--- src/rtl/maze_walker_pkg.sv ---
// Shared types and direction helpers for the wall-follower maze walker.
// Directions: 0 DOWN (row+1), 1 LEFT (col-1), 2 UP (row-1), 3 RIGHT (col+1).
package maze_pkg;

  typedef enum logic [1:0] {
    DIR_DOWN  = 2'd0,
    DIR_LEFT  = 2'd1,
    DIR_UP    = 2'd2,
    DIR_RIGHT = 2'd3
  } dir_t;

  typedef enum logic [3:0] {
    S_IDLE    = 4'd0,
    S_INIT    = 4'd1,
    S_PROBE_S = 4'd2,
    S_EVAL_S  = 4'd3,
    S_PROBE_F = 4'd4,
    S_EVAL_F  = 4'd5,
    S_PROBE_O = 4'd6,
    S_EVAL_O  = 4'd7,
    S_STEP    = 4'd8,
    S_DONE    = 4'd9,
    S_FAIL    = 4'd10
  } state_t;

  function automatic dir_t turn_right(input dir_t d);
    return dir_t'(d + 2'd1);
  endfunction

  function automatic dir_t turn_left(input dir_t d);
    return dir_t'(d - 2'd1);
  endfunction

  function automatic dir_t turn_back(input dir_t d);
    return dir_t'(d + 2'd2);
  endfunction

endpackage

--- src/rtl/maze_walker_neighbour.sv ---
// Combinational neighbour address: one cell from (row, col) in direction dir.
// o_out_of_range flags a step that would wrap past either edge of the maze.
module maze_neighbour
  import maze_pkg::*;
#(
  parameter int MAZE_W = 6
) (
  input  dir_t              i_dir,
  input  logic [MAZE_W-1:0] i_row,
  input  logic [MAZE_W-1:0] i_col,
  output logic [MAZE_W-1:0] o_row,
  output logic [MAZE_W-1:0] o_col,
  output logic              o_out_of_range
);

  localparam logic [MAZE_W-1:0] LP_ONE  = MAZE_W'(1);
  localparam logic [MAZE_W-1:0] LP_EDGE = '1;

  always_comb begin
    o_row          = i_row;
    o_col          = i_col;
    o_out_of_range = 1'b0;
    unique case (i_dir)
      DIR_DOWN: begin
        o_row          = i_row + LP_ONE;
        o_out_of_range = (i_row == LP_EDGE);
      end
      DIR_LEFT: begin
        o_col          = i_col - LP_ONE;
        o_out_of_range = (i_col == '0);
      end
      DIR_UP: begin
        o_row          = i_row - LP_ONE;
        o_out_of_range = (i_row == '0);
      end
      DIR_RIGHT: begin
        o_col          = i_col + LP_ONE;
        o_out_of_range = (i_col == LP_EDGE);
      end
      default: o_out_of_range = 1'b0;
    endcase
  end

endmodule

--- src/rtl/maze_walker.sv ---
// Wall-follower maze solver driving an external 1-cycle-latency cell memory.
// Handshake: i_start is taken only while o_busy=0; o_done/o_fail hold until the next accepted start.
module maze_walker
  import maze_pkg::*;
#(
  parameter int MAZE_W    = 6,
  parameter int STEP_W    = 16,
  parameter int MAX_STEPS = (1 << STEP_W) - 1
) (
  input  logic              clk,
  input  logic              rst_n,
  input  logic              i_start,
  input  logic              i_hand_sel,
  input  logic [MAZE_W-1:0] i_starting_row,
  input  logic [MAZE_W-1:0] i_starting_col,
  input  logic              i_maze_in,
  output logic [MAZE_W-1:0] o_row,
  output logic [MAZE_W-1:0] o_col,
  output logic              o_maze_oe,
  output logic              o_maze_we,
  output logic              o_busy,
  output logic              o_done,
  output logic              o_fail,
  output logic [STEP_W-1:0] o_step_count,
  output state_t            o_state
);

  localparam logic [MAZE_W-1:0] LP_EDGE  = '1;
  localparam logic [STEP_W:0]   LP_LIMIT = (STEP_W + 1)'(MAX_STEPS);

  state_t              r_state;
  dir_t                r_dir;
  logic                r_hand;
  logic [MAZE_W-1:0]   r_row, r_col;
  logic [MAZE_W-1:0]   r_cand_row, r_cand_col;
  logic                r_oor;
  logic [MAZE_W-1:0]   r_o_row, r_o_col;
  logic                r_oe, r_we, r_busy, r_done, r_fail;
  logic [STEP_W-1:0]   r_step;

  dir_t                w_pref_dir, w_other_dir, w_nb_dir;
  logic [MAZE_W-1:0]   w_nb_row, w_nb_col;
  logic                w_nb_oor;
  logic                w_free;
  logic                w_border;
  logic [STEP_W:0]     w_step_next;

  assign w_pref_dir  = r_hand ? turn_left(r_dir)  : turn_right(r_dir);
  assign w_other_dir = r_hand ? turn_right(r_dir) : turn_left(r_dir);
  assign w_free      = ~i_maze_in & ~r_oor;
  assign w_border    = (r_row == '0) || (r_row == LP_EDGE) || (r_col == '0) || (r_col == LP_EDGE);
  assign w_step_next = {1'b0, r_step} + {{STEP_W{1'b0}}, 1'b1};

  // The neighbour needed is always the one for the state being entered next.
  always_comb begin
    w_nb_dir = w_pref_dir;
    case (r_state)
      S_EVAL_S: w_nb_dir = r_dir;
      S_EVAL_F: w_nb_dir = w_other_dir;
      S_EVAL_O: w_nb_dir = turn_back(r_dir);
      default:  w_nb_dir = w_pref_dir;
    endcase
  end

  maze_neighbour #(.MAZE_W(MAZE_W)) u_neighbour (
    .i_dir          (w_nb_dir),
    .i_row          (r_row),
    .i_col          (r_col),
    .o_row          (w_nb_row),
    .o_col          (w_nb_col),
    .o_out_of_range (w_nb_oor)
  );

  always_ff @(posedge clk or negedge rst_n) begin
    if (!rst_n) begin
      r_state    <= S_IDLE;
      r_dir      <= DIR_DOWN;
      r_hand     <= 1'b0;
      r_row      <= '0;
      r_col      <= '0;
      r_cand_row <= '0;
      r_cand_col <= '0;
      r_oor      <= 1'b0;
      r_o_row    <= '0;
      r_o_col    <= '0;
      r_oe       <= 1'b0;
      r_we       <= 1'b0;
      r_busy     <= 1'b0;
      r_done     <= 1'b0;
      r_fail     <= 1'b0;
      r_step     <= '0;
    end else begin
      case (r_state)
        S_IDLE, S_DONE, S_FAIL: begin
          if (i_start) begin
            r_state <= S_INIT;
            r_hand  <= i_hand_sel;
            r_dir   <= DIR_DOWN;
            r_row   <= i_starting_row;
            r_col   <= i_starting_col;
            r_o_row <= i_starting_row;
            r_o_col <= i_starting_col;
            r_we    <= 1'b1;
            r_busy  <= 1'b1;
            r_done  <= 1'b0;
            r_fail  <= 1'b0;
            r_step  <= '0;
          end
        end
        S_INIT: begin
          r_we       <= 1'b0;
          r_state    <= S_PROBE_S;
          r_o_row    <= w_nb_row;
          r_o_col    <= w_nb_col;
          r_cand_row <= w_nb_row;
          r_cand_col <= w_nb_col;
          r_oor      <= w_nb_oor;
          r_oe       <= ~w_nb_oor;
        end
        S_PROBE_S, S_PROBE_F, S_PROBE_O: begin
          r_oe    <= 1'b0;
          r_o_row <= r_row;
          r_o_col <= r_col;
          r_state <= (r_state == S_PROBE_S) ? S_EVAL_S :
                     (r_state == S_PROBE_F) ? S_EVAL_F : S_EVAL_O;
        end
        S_EVAL_S, S_EVAL_F: begin
          if (w_free) begin
            if (r_state == S_EVAL_S) r_dir <= w_pref_dir;
            r_row   <= r_cand_row;
            r_col   <= r_cand_col;
            r_o_row <= r_cand_row;
            r_o_col <= r_cand_col;
            r_we    <= 1'b1;
            r_state <= S_STEP;
          end else begin
            r_state    <= (r_state == S_EVAL_S) ? S_PROBE_F : S_PROBE_O;
            r_o_row    <= w_nb_row;
            r_o_col    <= w_nb_col;
            r_cand_row <= w_nb_row;
            r_cand_col <= w_nb_col;
            r_oor      <= w_nb_oor;
            r_oe       <= ~w_nb_oor;
          end
        end
        S_EVAL_O: begin
          // Dead end: the reverse cell is taken without a probe.
          r_dir   <= w_free ? w_other_dir : turn_back(r_dir);
          r_row   <= w_free ? r_cand_row : w_nb_row;
          r_col   <= w_free ? r_cand_col : w_nb_col;
          r_o_row <= w_free ? r_cand_row : w_nb_row;
          r_o_col <= w_free ? r_cand_col : w_nb_col;
          r_we    <= 1'b1;
          r_state <= S_STEP;
        end
        S_STEP: begin
          r_we   <= 1'b0;
          r_step <= w_step_next[STEP_W-1:0];
          if (w_border) begin
            r_state <= S_DONE;
            r_done  <= 1'b1;
            r_busy  <= 1'b0;
          end else if (w_step_next == LP_LIMIT) begin
            r_state <= S_FAIL;
            r_fail  <= 1'b1;
            r_busy  <= 1'b0;
          end else begin
            r_state    <= S_PROBE_S;
            r_o_row    <= w_nb_row;
            r_o_col    <= w_nb_col;
            r_cand_row <= w_nb_row;
            r_cand_col <= w_nb_col;
            r_oor      <= w_nb_oor;
            r_oe       <= ~w_nb_oor;
          end
        end
        default: r_state <= S_IDLE;
      endcase
    end
  end

  assign o_row        = r_o_row;
  assign o_col        = r_o_col;
  assign o_maze_oe    = r_oe;
  assign o_maze_we    = r_we;
  assign o_busy       = r_busy;
  assign o_done       = r_done;
  assign o_fail       = r_fail;
  assign o_step_count = r_step;
  assign o_state      = r_state;

endmodule

--- config.mk ---
export PLATFORM = sky130hd
export DESIGN_NAME = maze_walker
export DESIGN_NICKNAME = d
export VERILOG_FILES = /design/src/rtl/maze_walker_pkg.sv /design/src/rtl/maze_walker_neighbour.sv /design/src/rtl/maze_walker.sv
export SDC_FILE = /design/constraint.sdc
export NUM_CORES = 1
export LEC_CHECK = 0
export CAP_MARGIN = 30
export CORE_AREA = 10 10 86 126
export CTS_CLUSTER_SIZE = 30
export DETAILED_ROUTE_END_ITERATION = 7
export DIE_AREA = 0 0 96 136
export PLACE_DENSITY = 0.76
export SLEW_MARGIN = 10
export SYNTH_ARGS = -nofsm -noshare
export SYNTH_HDL_FRONTEND = slang
export SYNTH_SLANG_ARGS = --single-unit
--- constraint.sdc ---
create_clock -name clk -period 9.5 [get_ports clk]
set_clock_uncertainty 0.1 [all_clocks]
set_input_delay 0.95 -clock clk [delete_from_list [all_inputs] [get_ports clk]]
set_output_delay 0.95 -clock clk [all_outputs]
set_load 0.01 [all_outputs]
==> results.md <==
- Outcome: completed
- # clock sinks: 65
- Setup TNS: 0 ps
- Io pins: 54
- CTS tree: done
- Vias in the first global route: 4207
- Fin. Hold Viols: 0
- Pwr dens: 462.1 nW/µm²
- Via count: 4426
- Clock slew at reported path FFs: 60 ps
- Final period utilization: about 45%
- Slew @ Worst Pin: 843.2 ps
- Arrival time worst endpoint: about 4500 ps
- Post-CTS resize count: 0
- Final setup vio count: 0
- CTS Buf Count: 9
- Max-slew violation count: 0
- Worst-Skew Late Latency: around 330 ps
- Design Area, Final: between 5000 and 6000 µm²
- Die W: approximately 96 µm
- HPWL Detailed: 9.827 mm
- Final WL: 13.86 mm
- Fmax: 0.2319 GHz
- Synth Net Count: 570
- Avg Cell Area, Syn: ~8.4 µm²
- Critical Path RT: 9660 ps
- Mapped Area: 4526 µm²
- Post-CTS setup buffer count: 0
- R2R setup slack: 5190 ps
- Hold Worst Slack: 371.9 ps
- CTS Hold Bufs: 0
- Distinct cells, synth: 65
- Drt wl/cell: 20.00 µm
- CP Cell Sequence: nor2b_1 -> nor2_1 -> a211oi_1 -> xnor2_1 -> clkbuf_4 -> nor2_1 -> ha_1 -> a211oi_1 -> o21bai_1 -> a21oi_1 -> xnor2_1 -> mux2i_1 -> a211oi_2 -> nor3_2
- Max-Cap Viols: 0
- Hold path depth: 2
- Mapped Cells: 541
- First-pass GRT wire length: 21.70 mm
- Placed instance count: roughly 680
- GRT Overall Usage: between 20% and 30%
- Layout Cells excl Fill: 693
- Tightest Hold Check Type: register to register
- Core box area: about 8600 µm²
- Die height: 136 µm
- Root buf cell: clkbuf_16
- Critical Path Max Stage Delay: about 780 ps
- CP startpoint kind: register
- Register area share after synthesis: 35.94%
- Ant diodes: 0
- Nets: 608
- Initial DRC Count: 494
- Initial Utilization: approximately 53%
- DRC errors left: 0
- Critical Path Slowest Stage Cell: dfrtp_1
- Gpl congestion: slightly below 1
- Detail Route Antenna Nets: 0
- Vias/cell: 6.387
- First-pass DRT Iterations: 5
- Std-Cell Rows: between 40 and 50
- Synth Flop Type: dfrtp_1
- Antenna violations before repair: 0
- Fin util: 62.65%
- Post-synth EDFFs: 0
- Share of cells above drive strength 1: 9.091%
- GR Overflow Total: 0
- YS warnings: 0
- Async SR Flop Fraction: between 90% and 100%
- RSZ-0062 raised after global routing: no
- Worst setup EP type: register
- H-tree depth: 3
- Placement-stage cell area: around 5000 µm²
- Area growth, synth to finish: 19.30%
- Largest net degree at the start of global routing: 66
- Die area: between 10000 and 15000 µm²
- CP Max Fanout: 23
- I/O Buffers: 53
- Seq cells post-synth: 65
- P_leak: 2.211 nW
- Max Root-Sink Buffers: 2
- Relative slew slack: 43.78%
- FF-to-FF path depth: 14
- Min Tclk post-route: 4312 ps
- CP Class: register to register
- Max IR drop VDD: 0.0003294 V
## cell type report
| type | instances | area (µm²) |
|---|---|---|
| Clock buffer | 12 | 256.5 |
| Clock inverter | 3 | 40.04 |
| Fill cell | 742 | 3219 |
| Inverter | 8 | 30.03 |
| Multi-Input combinational cell | 432 | 2708 |
| Sequential cell | 65 | 1627 |
| Tap cell | 110 | 137.6 |
| Timing Repair Buffer | 63 | 600.6 |
## synth_stat cells (all sizes together), types with 5 or more instances
master,count,area (µm²)
nor3,16,85.08
o211ai,5,42.54
xnor2,13,113.9
clkbuf,29,108.9
nor2b,7,43.79
o21ai,67,335.3
inv,7,26.28
nand3,17,90.09
xor2,10,87.58
a21oi,33,168.9
or2,5,31.28
nor2,62,232.7
o31ai,8,60.06
nand4,9,56.30
buf,7,52.54
ha,10,125.1
dfrtp,65,1627
a31oi,7,43.79
a21o,7,60.05
a222oi,14,140.1
mux2,17,191.4
mux2i,7,70.07
nand2,59,224.0
## registers in the layout, summed over array words and instances (netlist names)
register / cells
r_cand_col: 6
o_maze_oe: 1
o_row: 6
o_col: 6
o_state: 4
o_step_count: 16
o_busy: 1
o_fail: 1
r_hand: 1
o_maze_we: 1
r_dir: 2
o_done: 1
r_row: 6
r_oor: 1
r_cand_row: 6
r_col: 6
## cells by family after synthesis
| kind of cell | after synthesis | share of synthesized area, % |
|---|---|---|
| mux | 24 | 5.778 |
| compound gates | 169 | 24.36 |
| buf+inv | 44 | 4.230 |
| flops | 65 | 35.94 |
| simple gates | 203 | 21.37 |
| xor+xnor | 23 | 4.451 |
| fa+ha+maj | 13 | 3.871 |
## worst paths after layout
check                           start               to
max                        o_state[0]         o_row[5]
min                            o_done           o_done
max reg2reg                o_state[0]         o_row[5]
min reg2reg                    o_done           o_done
max in group asynchronous       rst_n         r_row[2]
min in group asynchronous       rst_n  o_step_count[5]
## routing by layer
layer / vias up / part of all wire (%) / GRT usage, %
li1: 2057 / - / -
met1: 2141 / 37 / 23.93
met2: 182 / 50 / 35.52
met3: 46 / 7.8 / 3.865
met4: 0 / 4.8 / 14.39
met5: - / 0 / 0
## power breakdown
group | leakage [nW] | internal, W | switching [W]
combinational | 1.26 | 0.000687 | 0.000929
clock | 0.148 | 0.000215 | 0.000119
sequential | 0.805 | 0.000395 | 0.000150
## critical path: cells and delay by family, from the launching register on
family                   cells  cell delay, ps
buffers and inverters        1             210
AO/OA/AOI/OAI                5            1110
adder cells (fa/ha/maj)      1             320
flip-flops                   1             780
multiplexers                 1             300
AND/OR/NAND/NOR              4            1040
XOR/XNOR                     2             360
## stage by stage
step	power, W	setup WS, ps
2_1_floorplan	0.001699	5808
3_3_place_gp	0.002078	5039
3_5_place_dp	0.002127	4913
4_1_cts	0.002472	4838
5_1_grt	0.002688	4755
6_report	0.002495	5188
## placed cells by master (no fill, tap or decap), types with 5 or more instances in the layout
cell,synthesis,routed
a21o_1,6,6
nor2_1,62,62
nor3_1,15,15
nor2b_1,7,7
o31ai_1,8,8
xor2_1,10,10
clkbuf_16,0,9
a222oi_1,14,14
nand4_1,9,9
o21ai_0,67,67
nand2_1,58,58
inv_1,7,7
xnor2_1,13,13
buf_4,1,9
mux2i_1,7,7
nand3_1,16,16
clkdlybuf4s50_1,0,52
a31oi_1,7,7
a21oi_1,32,32
mux2_1,6,6
or2_2,5,5
ha_1,10,10
mux2_2,11,11
dfrtp_1,65,65
Power figures use the tool's default switching activity.
